### config.mk
export PLATFORM = sky130hd
export DESIGN_NAME = ps2_key_decoder
export DESIGN_NICKNAME = d
export VERILOG_FILES = /design/src/rtl/ps2_key_decoder.sv
export SDC_FILE = /design/constraint.sdc
export NUM_CORES = 1
export LEC_CHECK = 0
export BUFFER_PORTS_ARGS = -buffer_cell sky130_fd_sc_hd__buf_2
export CORE_ASPECT_RATIO = 1.1
export CORE_UTILIZATION = 53
export CTS_CLUSTER_SIZE = 24
export DETAILED_ROUTE_END_ITERATION = 8
export PLACE_DENSITY_LB_ADDON = 0.15
export SYNTH_ARGS = -nofsm -noshare
export SYNTH_HDL_FRONTEND = slang
export SYNTH_SLANG_ARGS = --single-unit
export TNS_END_PERCENT = 5
### constraint.sdc
create_clock -name clk -period 5.99 [get_ports clk]
set_input_delay 1.797 -clock clk [delete_from_list [all_inputs] [get_ports clk]]
set_output_delay 1.797 -clock clk [all_outputs]
set_load 0.02 [all_outputs]
### src/rtl/ps2_key_decoder.sv
// ps2_key_decoder: pops bytes from the ps2_keyboard receive FIFO and decodes
// PS/2 set-2 scan codes into key events. It handles the E0 (extended) and
// F0 (break) prefixes and keeps a held-key bitmap plus press pulses for the
// eight game keys.
//
// Ports
//   clk, rst        system clock (same as ps2_keyboard), async active-high reset
//   ps_data         FIFO head byte, valid while ps_ready=1
//   ps_ready        FIFO non-empty
//   ps_overflow     FIFO overflow flag
//   ps_rdn          active-low pop strobe, low for exactly one cycle per byte
//   key_valid       one-cycle event pulse qualifying key_code/key_ext/key_release
//   key_code        final (non-prefix) scan-code byte of the last event
//   key_ext         last event was preceded by E0
//   key_release     last event was preceded by F0
//   key_held        level bitmap: [0]L E0 6B [1]R E0 74 [2]U E0 75 [3]D E0 72
//                   [4]space 29 [5]W 1D [6]A 1C [7]D 23
//   key_press       one-cycle pulse on each key_held 0->1 edge
//   ovf_sticky      FIFO overflow seen since reset
module ps2_key_decoder #(
  parameter int unsigned TIMEOUT_CYCLES = 5_000_000,
  parameter int unsigned TCNT_W         = 23
) (
  input  logic       clk,
  input  logic       rst,
  input  logic [7:0] ps_data,
  input  logic       ps_ready,
  input  logic       ps_overflow,
  output logic       ps_rdn,
  output logic       key_valid,
  output logic [7:0] key_code,
  output logic       key_ext,
  output logic       key_release,
  output logic [7:0] key_held,
  output logic [7:0] key_press,
  output logic       ovf_sticky
);

  localparam int unsigned BYTE_W = 8;
  localparam int unsigned KEY_N  = 8;
  localparam logic [TCNT_W-1:0] TCNT_LAST = TCNT_W'(TIMEOUT_CYCLES - 1);

  typedef enum logic [1:0] {
    IDLE   = 2'd0,
    POP    = 2'd1,
    SETTLE = 2'd2
  } state_e;

  state_e state_q;
  state_e state_d;

  logic              pop_c;
  logic              proc_c;
  logic [BYTE_W-1:0] byte_r;
  logic              ext_r;
  logic              brk_r;
  logic [TCNT_W-1:0] tcnt_r;

  logic              is_ext_c;
  logic              is_brk_c;
  logic              is_ctl_c;
  logic              is_key_c;
  logic [KEY_N-1:0]  hit_c;
  logic [KEY_N-1:0]  held_upd_c;

  // FSM state register
  always_ff @(posedge clk or posedge rst) begin
    if (rst) begin
      state_q <= IDLE;
    end else begin
      state_q <= state_d;
    end
  end

  // FSM next state: one pop, one processing cycle, one dead cycle per byte
  always_comb begin
    state_d = state_q;
    case (state_q)
      IDLE:    if (ps_ready) state_d = POP;
      POP:     state_d = SETTLE;
      SETTLE:  state_d = IDLE;
      default: state_d = IDLE;
    endcase
  end

  // FSM outputs; the pop strobe is gated by rst so it reads high during reset
  always_comb begin
    pop_c  = 1'b0;
    proc_c = 1'b0;
    case (state_q)
      IDLE:    pop_c  = ps_ready & ~rst;
      POP:     proc_c = 1'b1;
      default: ;
    endcase
  end

  assign ps_rdn = ~pop_c;

  // Byte classification and game-key lookup (code and ext must both match)
  always_comb begin
    is_ext_c = (byte_r == 8'hE0);
    is_brk_c = (byte_r == 8'hF0);
    is_ctl_c = byte_r inside {8'hAA, 8'hFA, 8'hEE, 8'hFE};
    is_key_c = proc_c & ~is_ext_c & ~is_brk_c & ~is_ctl_c;
    hit_c    = '0;
    case ({ext_r, byte_r})
      {1'b1, 8'h6B}: hit_c[0] = 1'b1;
      {1'b1, 8'h74}: hit_c[1] = 1'b1;
      {1'b1, 8'h75}: hit_c[2] = 1'b1;
      {1'b1, 8'h72}: hit_c[3] = 1'b1;
      {1'b0, 8'h29}: hit_c[4] = 1'b1;
      {1'b0, 8'h1D}: hit_c[5] = 1'b1;
      {1'b0, 8'h1C}: hit_c[6] = 1'b1;
      {1'b0, 8'h23}: hit_c[7] = 1'b1;
      default:       hit_c    = '0;
    endcase
    held_upd_c = brk_r ? (key_held & ~hit_c) : (key_held | hit_c);
  end

  // Byte latch, prefix flags, timeout counter, event and bitmap registers
  always_ff @(posedge clk or posedge rst) begin
    if (rst) begin
      byte_r      <= '0;
      ext_r       <= 1'b0;
      brk_r       <= 1'b0;
      tcnt_r      <= '0;
      key_valid   <= 1'b0;
      key_code    <= '0;
      key_ext     <= 1'b0;
      key_release <= 1'b0;
      key_held    <= '0;
      key_press   <= '0;
      ovf_sticky  <= 1'b0;
    end else begin
      key_valid <= 1'b0;
      key_press <= '0;

      if (pop_c) begin
        byte_r <= ps_data;
      end

      if (is_key_c) begin
        key_valid   <= 1'b1;
        key_code    <= byte_r;
        key_ext     <= ext_r;
        key_release <= brk_r;
      end

      // A processed byte restarts the timeout; a lone prefix expires after
      // TIMEOUT_CYCLES idle cycles so a lost byte cannot poison later keys.
      if (proc_c) begin
        tcnt_r <= '0;
        if (is_ext_c) begin
          ext_r <= 1'b1;
        end else if (is_brk_c) begin
          brk_r <= 1'b1;
        end else begin
          ext_r <= 1'b0;
          brk_r <= 1'b0;
        end
      end else if (ext_r | brk_r) begin
        if (tcnt_r == TCNT_LAST) begin
          ext_r  <= 1'b0;
          brk_r  <= 1'b0;
          tcnt_r <= '0;
        end else begin
          tcnt_r <= tcnt_r + TCNT_W'(1);
        end
      end else begin
        tcnt_r <= '0;
      end

      // Overflow means bytes were lost, so held state and prefixes are stale
      if (ps_overflow) begin
        ovf_sticky <= 1'b1;
        key_held   <= '0;
        ext_r      <= 1'b0;
        brk_r      <= 1'b0;
        tcnt_r     <= '0;
      end else if (is_key_c) begin
        key_held  <= held_upd_c;
        key_press <= held_upd_c & ~key_held;
      end
    end
  end

endmodule

### Yosys cells after proc, flatten, opt, wreduce, memory -nomap -nowiden

Index checks and enable logic that the tools add are counted.

* add/subtract/negate cells: 1
* equal/unequal tests: 19
* multiplexer cells: 32
* bitwise logic cells: 15
* reduce and logical (&&, ||, !) cells: 7

Operators with widths (count)
* $mux 23: 4
* $eq 8x8->1 const B: 6
* $mux 8: 5
* $eq 9x9->1 const B: 4
* $add 23x1->23 const B: 1
* $eq 23x23->1 const B: 1
* $mux 1: 21
* $eq 9x5->1 const B: 2
* $eq 9x6->1 const B: 2
* $and 8x8->8: 2
* $not 8->8: 2
* $or 8x8->8: 1
* $reduce_and 3->1: 2
* $reduce_bool 3->1: 2
* $not 1->1: 5
* $and 1x1->1: 4
* $ne 4x4->1 const B: 1
* $pmux 2 s2: 1
* $reduce_bool 4->1: 1
* $ne 3x3->1 const B: 1
* $eq 2x1->1 const B: 1
* $logic_not 2->1: 1
* $mux 2: 1
* $ne 2x2->1 const B: 1
* 2 further kinds: 2

* flip-flop bits (word level): 63
* bits of input ports: 12
* output and inout bits: 29
* logic and storage cells: 86

### Logic depth before layout (Yosys ltp)

Gate-level depths: netlist of the first run.

* depth after elaboration: 8
* mapped depth: 7
* depth with buffers taken out: 5

### Worst setup path after synthesis of the first run

OpenSTA, ideal clock, no wires.

* path kind: in2out
* from: input port rst
* to: output port ps_rdn
* data arrival time: 3.874 ns
* required time: 4.193 ns
* path slack: 0.319 ns
* stages: 4
* path buffers: 1
* cell sequence: inv_1 and2_1 clkbuf_1 inv_1

* word-level cells in the longest chain between the ends: 4

Ends and longest elaborated chain
* start, declared: RTL line 25 `input logic rst,`
* $not 1->1: RTL line 91 `IDLE: pop_c = ps_ready & ~rst;`
* $and 1x1->1: RTL line 91
* $mux 1: RTL line 90 `case (state_q)`
* $not 1->1: RTL line 97 `assign ps_rdn = ~pop_c;`
* end, declared: RTL line 29 `output logic ps_rdn,`

No other way between the ends.

### Worst setup path after layout of the first run

* from: input port ps_ready
* to: output port ps_rdn

* word-level cells in the longest chain between the ends: 3

Ends and longest elaborated chain
* start, declared: RTL line 27 `input logic ps_ready,`
* $and 1x1->1: RTL line 91
* $mux 1: RTL line 90
* $not 1->1: RTL line 97

No other way between the ends.

==> results of run 1 <==
## area by class of cell
| cell class | instances | share of cell area [%] |
|---|---|---|
| clock buffer | 13 | 4.732 |
| clock inverter | 3 | 0.5216 |
| inverter | 8 | 0.8942 |
| multi-input combinational | 184 | 37.93 |
| sequential | 63 | 46.94 |
| tap | 75 | 2.794 |
| timing repair buffer | 41 | 6.185 |
## Yosys cell counts, types with 3 or more instances
library cell / n / share of area [%]
a21oi_1: 11 / 1.9
and2_1: 5 / 1.1
and3_1: 3 / 0.63
and4_1: 3 / 0.89
buf_2: 3 / 0.51
buf_6: 3 / 1.1
clkbuf_1: 3 / 0.38
dfrtp_1: 63 / 53
inv_1: 8 / 1.0
mux2_2: 13 / 4.9
mux2i_1: 8 / 2.7
nand2_1: 15 / 1.9
nand2b_1: 10 / 2.1
nand3_1: 9 / 1.5
nand4_1: 14 / 3.0
nor2_1: 16 / 2.0
nor3_1: 3 / 0.51
nor3b_1: 4 / 1.0
nor4_1: 9 / 1.9
o21ai_0: 9 / 1.5
o31ai_1: 4 / 1.0
or3_1: 7 / 1.5
or4_1: 5 / 1.3
xor2_1: 9 / 2.7
## power breakdown
| part | internal (W) | total, W | switching (W) |
|---|---|---|---|
| logic | 0.0000788 | 0.000190 | 0.000111 |
| clock network | 0.000172 | 0.000334 | 0.000162 |
| registers | 0.000475 | 0.000525 | 0.0000497 |
## logic make-up (layout without fill, tap and decap cells)
family          Yosys count  after routing  share of synthesized area [%]
compound gates           31             31                          6.639
buf+inv                  20             65                          3.678
fa+ha+maj                 1              1                         0.4228
mux                      23             23                          8.414
simple gates            118            118                          24.31
flops                    63             63                          53.28
xor+xnor                 11             11                          3.256
## layer usage
layer,part of all wire (%),routed length [um]
met3,3.1,175
met4,1.9,109
met2,53,2955
met1,42,2379
met5,0,0
## registers in the layout, summed over array words and instances, names as in the netlist, 2 cells and up
register	count
key_code	8
tcnt_r	23
byte_r	8
state_q	2
key_held	8
key_press	8
## through the flow
step | area [um^2] | power [W]
after global placement | 3182 | 0.0007204
after floorplan | 2959 | 0.0006635
after CTS | 3358 | 0.001064
after global routing | 3358 | 0.001105
after detailed placement | 3182 | 0.0007257
final | 3358 | 0.001049
## critical path: stages
cell and delay (ps):
buf_2 80, nor3b_1 220, and2_1 410, inv_1 60, buf_2 160
## placed cells by master, fill, tap and decap left out, types with 3 or more instances in the layout
master / Yosys / layout
o31ai_1: 4 / 4
nand4_1: 14 / 14
xor2_1: 9 / 9
or4_1: 5 / 5
dfrtp_1: 63 / 63
nor3b_1: 4 / 4
inv_1: 8 / 7
nor4_1: 9 / 9
mux2_2: 13 / 13
nor3_1: 3 / 3
clkbuf_8: 0 / 11
a21oi_1: 11 / 11
and3_1: 3 / 3
nand3_1: 9 / 9
buf_2: 3 / 40
nor2_1: 16 / 16
and4_1: 3 / 3
mux2i_1: 8 / 8
nand2_1: 15 / 15
nand2b_1: 10 / 10
and2_1: 5 / 5
or3_1: 7 / 7
o21ai_0: 9 / 9
## path summary, 6_finish.rpt
| path | slack (ps) | cells past startpoint | from | to |
|---|---|---|---|---|
| worst max-delay path | 1460 | 5 | ps_ready | ps_rdn |
| worst min-delay path | 440 | 1 | state_q[1] | state_q[0] |
| worst max register to register | 3910 | 4 | byte_r[5] | key_release |
| worst min register to register | 440 | 1 | state_q[1] | state_q[0] |
| max in group asynchronous | 3780 | 3 | rst | tcnt_r[1] |
| min in group asynchronous | 1710 | 3 | rst | key_press[6] |
==> impl_metrics.ini, run 1 <==
[status]
status = finished clean

[synthesis]
ys_warn_count = 0
synthCells = 267
ys.flop_type = dfrtp_1
avgSynthCellArea_um2 = 11.08
yosysUniqueCellTypes = 47
synth_nets = 280
synth_edf_count = 0
synth_seq_cells = 63
netlist_area_um2 = 2959
ys_async_sr_fraction_pct = 100.0
ys_seq_area_share_pct = 53.28

[worst_setup_path]
path_max_fanout = 10
critPathArrivalTime_ps = 2730
end_kind = output pin
criticalPathCategory = input pin to output pin
cp.required_ps = 4190
cp-start-kind = input pin

[finish]
area_delta_synth_final_pct = 13.49
final_util_pct = 62.24
nNetsFinal = 320
drive_gt1_share_pct = 25.96
nFillCells = 481
multi_input_area_um2 = 1274
diodes = 0
seq_area_um2 = 1577
layout.cells.non_filler = 387

[cts]
htree_levels = 3
cts_buffers = 9
cts_resized = 0
cts_sinks = 63
insertion_delay_ps = 350
cts_hold_buf = 0
cts_root_buffer = clkbuf_8
cts_buffer_depth = 2
cts_tree = built
post_cts_buffers = 0
clk_pin_slew_ps = 60

[floorplanning]
die_x_um = 73.25
die_h_um = 80.37
row_count = 28
num_io_pins = 41
start_util_pct = 54.85
dieArea_um2 = 5886
coreArea_um2 = 5395

[pwr]
vdd_drop_max_mv = 0.1609
power.density_nw_per_um2 = 312.3
cellLeakagePower_nw = 1.514

[grt]
grt_util_all_layers_pct = 23.15
grt_pass1_vias = 2220
grt_max_degree = 64
grt_pass1_wl_um = 10160
use_met1_pct = 25.49
grt.busiest_layer = met2
overflow = 0
met2_usage_pct = 41.20
use_met3_pct = 5.772
antenna_found_initial = 0

[worst_hold_path]
hold_class = flip-flop to flip-flop

[sta]
fin_crit_sh_pct = 75.59
period_needed_ps = 4528
rsz0062_at_grt = no
slew_headroom_pct = 49.36
tightest_slew_ps = 759.6
hold_viol = 0
fin_skew_ps = 10.19
tns_ps = 0
fin_ws_ps = 1462
max_freq_mhz = 220.9
finalSetupViolCount = 0
final_max_slew_viol_count = 0
hold_ws_ps = 440.2

[drt]
drt_iter0_markers = 141
drtPass1Iterations = 5
viasPerCell = 5.558
wl_um = 5619
ant_nets = 0
wire_per_inst_um = 14.52
drc = 0
vias = 2151

[placed_design]
gp_congestion = 0.7471
place_ws_ps = 1442
io_buffers = 40
hpwl_um = 3771
placed_cells = 371

[job]
max_cap_violations = 0
Note: power is estimated with default switching activity, not from simulation.
==> run 2: changes to the inputs <==
Settings changed: CORE_UTILIZATION 53 to 51.
Clock period 5.99 ns to 4.15 ns, I/O delays scaled along.
==> run 2 against run 1 <==
Effect of this change:
- non-clock buffer count unchanged
- global-route usage fell by 1.7 points
- hold slack gained 4.8 ps
- flip-flop and latch count unchanged
- via count rose by 0.19%
- sequential share of layout area decreased by 0.35 points
==> impl_metrics.ini, run 2 (synthesized netlist as in run 1, its figures left out) <==
[drt]
viasPerCell = 5.583
wire_per_inst_um = 15.27
drt_iter0_markers = 127
drc = 0
ant_nets = 0
wl_um = 5894
vias = 2155
drtPass1Iterations = 4

[sta]
hold_viol = 0
final_max_slew_viol_count = 0
fin_crit_sh_pct = 81.09
period_needed_ps = 3365
tns_ps = 0
slew_headroom_pct = 47.61
max_freq_mhz = 297.1
rsz0062_at_grt = no
finalSetupViolCount = 0
fin_skew_ps = 3.694
hold_ws_ps = 445.0
tightest_slew_ps = 785.8

[cts]
insertion_delay_ps = 340
cts_root_buffer = clkbuf_8
cts_hold_buf = 0
post_cts_buffers = 0
cts_buffer_depth = 2
cts_buffers = 9
cts_resized = 0
htree_levels = 3
clk_pin_slew_ps = 70
cts_sinks = 63
cts_tree = built

[worst_setup_path]
crit_top_cell = buf_2
cp.required_ps = 2900
reg2reg_depth = 4
crit_chain = buf_2 -> nor3b_1 -> and2_1 -> inv_1 -> buf_2
cp_top_family = simple AND/OR/NAND/NOR gates
path_max_fanout = 10
slowest_delay_ps = 380
critPathBufInv = 3
cp-start-kind = input pin
criticalPathCategory = input pin to output pin
end_kind = output pin
cp_slowest_cell = and2_1
critPathArrivalTime_ps = 2120
crit_cells = 5

[floorplanning]
die_h_um = 81.89
die_x_um = 74.63
start_util_pct = 53.80
dieArea_um2 = 6111
coreArea_um2 = 5500
row_count = 28
num_io_pins = 41

[status]
status = finished clean

[grt]
grt_pass1_vias = 2028
grt_util_all_layers_pct = 21.43
antenna_found_initial = 0
grt_max_degree = 64
grt_pass1_wl_um = 9549
overflow = 0

[finish]
nNetsFinal = 320
finish.instance_area_um2 = 3383
largest_register_ffs = 23
diodes = 0
layout_commonest_cell = dfrtp_1
layout_common_cells = dfrtp_1 (63), buf_2 (40), nor2_1 (16)
area_delta_synth_final_pct = 14.33
top_register = tcnt_r
drive_gt1_share_pct = 26.05

[placed_design]
io_buffers = 40
hpwl_um = 3863
gp_congestion = 0.7409
dpl_cell_area_um2 = 3186

[pwr]
power_frac_comb_pct = 17.6
clockPowerShare_pct = 34.1
power.density_nw_per_um2 = 466.7
internal_power_w = 0.001106
power_frac_seq_pct = 48.3
cellLeakagePower_nw = 1.519
p_sw_w = 0.0004731
vdd_drop_max_mv = 0.2381
switching_share_pct = 29.96

[job]
max_cap_violations = 0

[worst_hold_path]
hold_class = flip-flop to flip-flop
worst_hold_path.num_cells = 1
run 2: cell types whose count changed in the layout (fill, tap and decap cells not counted), sizes merged:
cell | previous run | this run
clkinvlp | 1 | 2
bufinv | 0 | 1
clkbuf | 13 | 12
clkinv | 2 | 1
inv | 8 | 7
run 2: final timing paths:
check                      startpoint     endpoint  slack, ps
hold reg to reg            state_q[1]   state_q[0]        450
setup / recovery             ps_ready       ps_rdn        780
hold / removal             state_q[1]   state_q[0]        450
min in group asynchronous         rst    byte_r[4]       1180
setup reg to reg            byte_r[5]  key_release       2000
max in group asynchronous         rst   ovf_sticky       2450
run 2: cell type report:
cell class	instances	area, um^2
fill	466	2117
sequential	63	1577
multi-input combinational	184	1274
timing repair buffer	41	207.7
clock buffer	12	155.1
tap	75	93.84
clock inverter	3	42.54
inverter	8	33.78
run 2: through the flow:
stage	std cells	setup WS, ps	utilization, %	power, W
floorplan	267	30.68	-	0.0009579
global placement	371	757.9	57.92	0.001047
detailed placement	371	756.9	57.92	0.001055
CTS	386	769.4	61.51	0.001599
global route	386	621.8	61.51	0.001648
finish	386	784.6	61.51	0.001579
run 2: power by group through the flow:
stage	Clock (W)	Sequential, W	Combinational [W]
3_5_place_dp	0	0.000775	0.000280
6_report	0.000539	0.000763	0.000277
4_1_cts	0.000554	0.000764	0.000282
2_1_floorplan	0	0.000802	0.000156
3_3_place_gp	0	0.000771	0.000276
5_1_grt	0.000570	0.000775	0.000303
run 2: metal layers:
layer | vias to the layer above | wire length (um) | GRT usage [%] | part of all wire (%)
li1 | 1052 | - | - | -
met4 | 0 | 122 | 11.70 | 2.1
met2 | 53 | 2952 | 35.68 | 50
met1 | 1038 | 2589 | 25.55 | 44
met3 | 12 | 229 | 4.785 | 3.9
met5 | - | 0 | 0 | 0
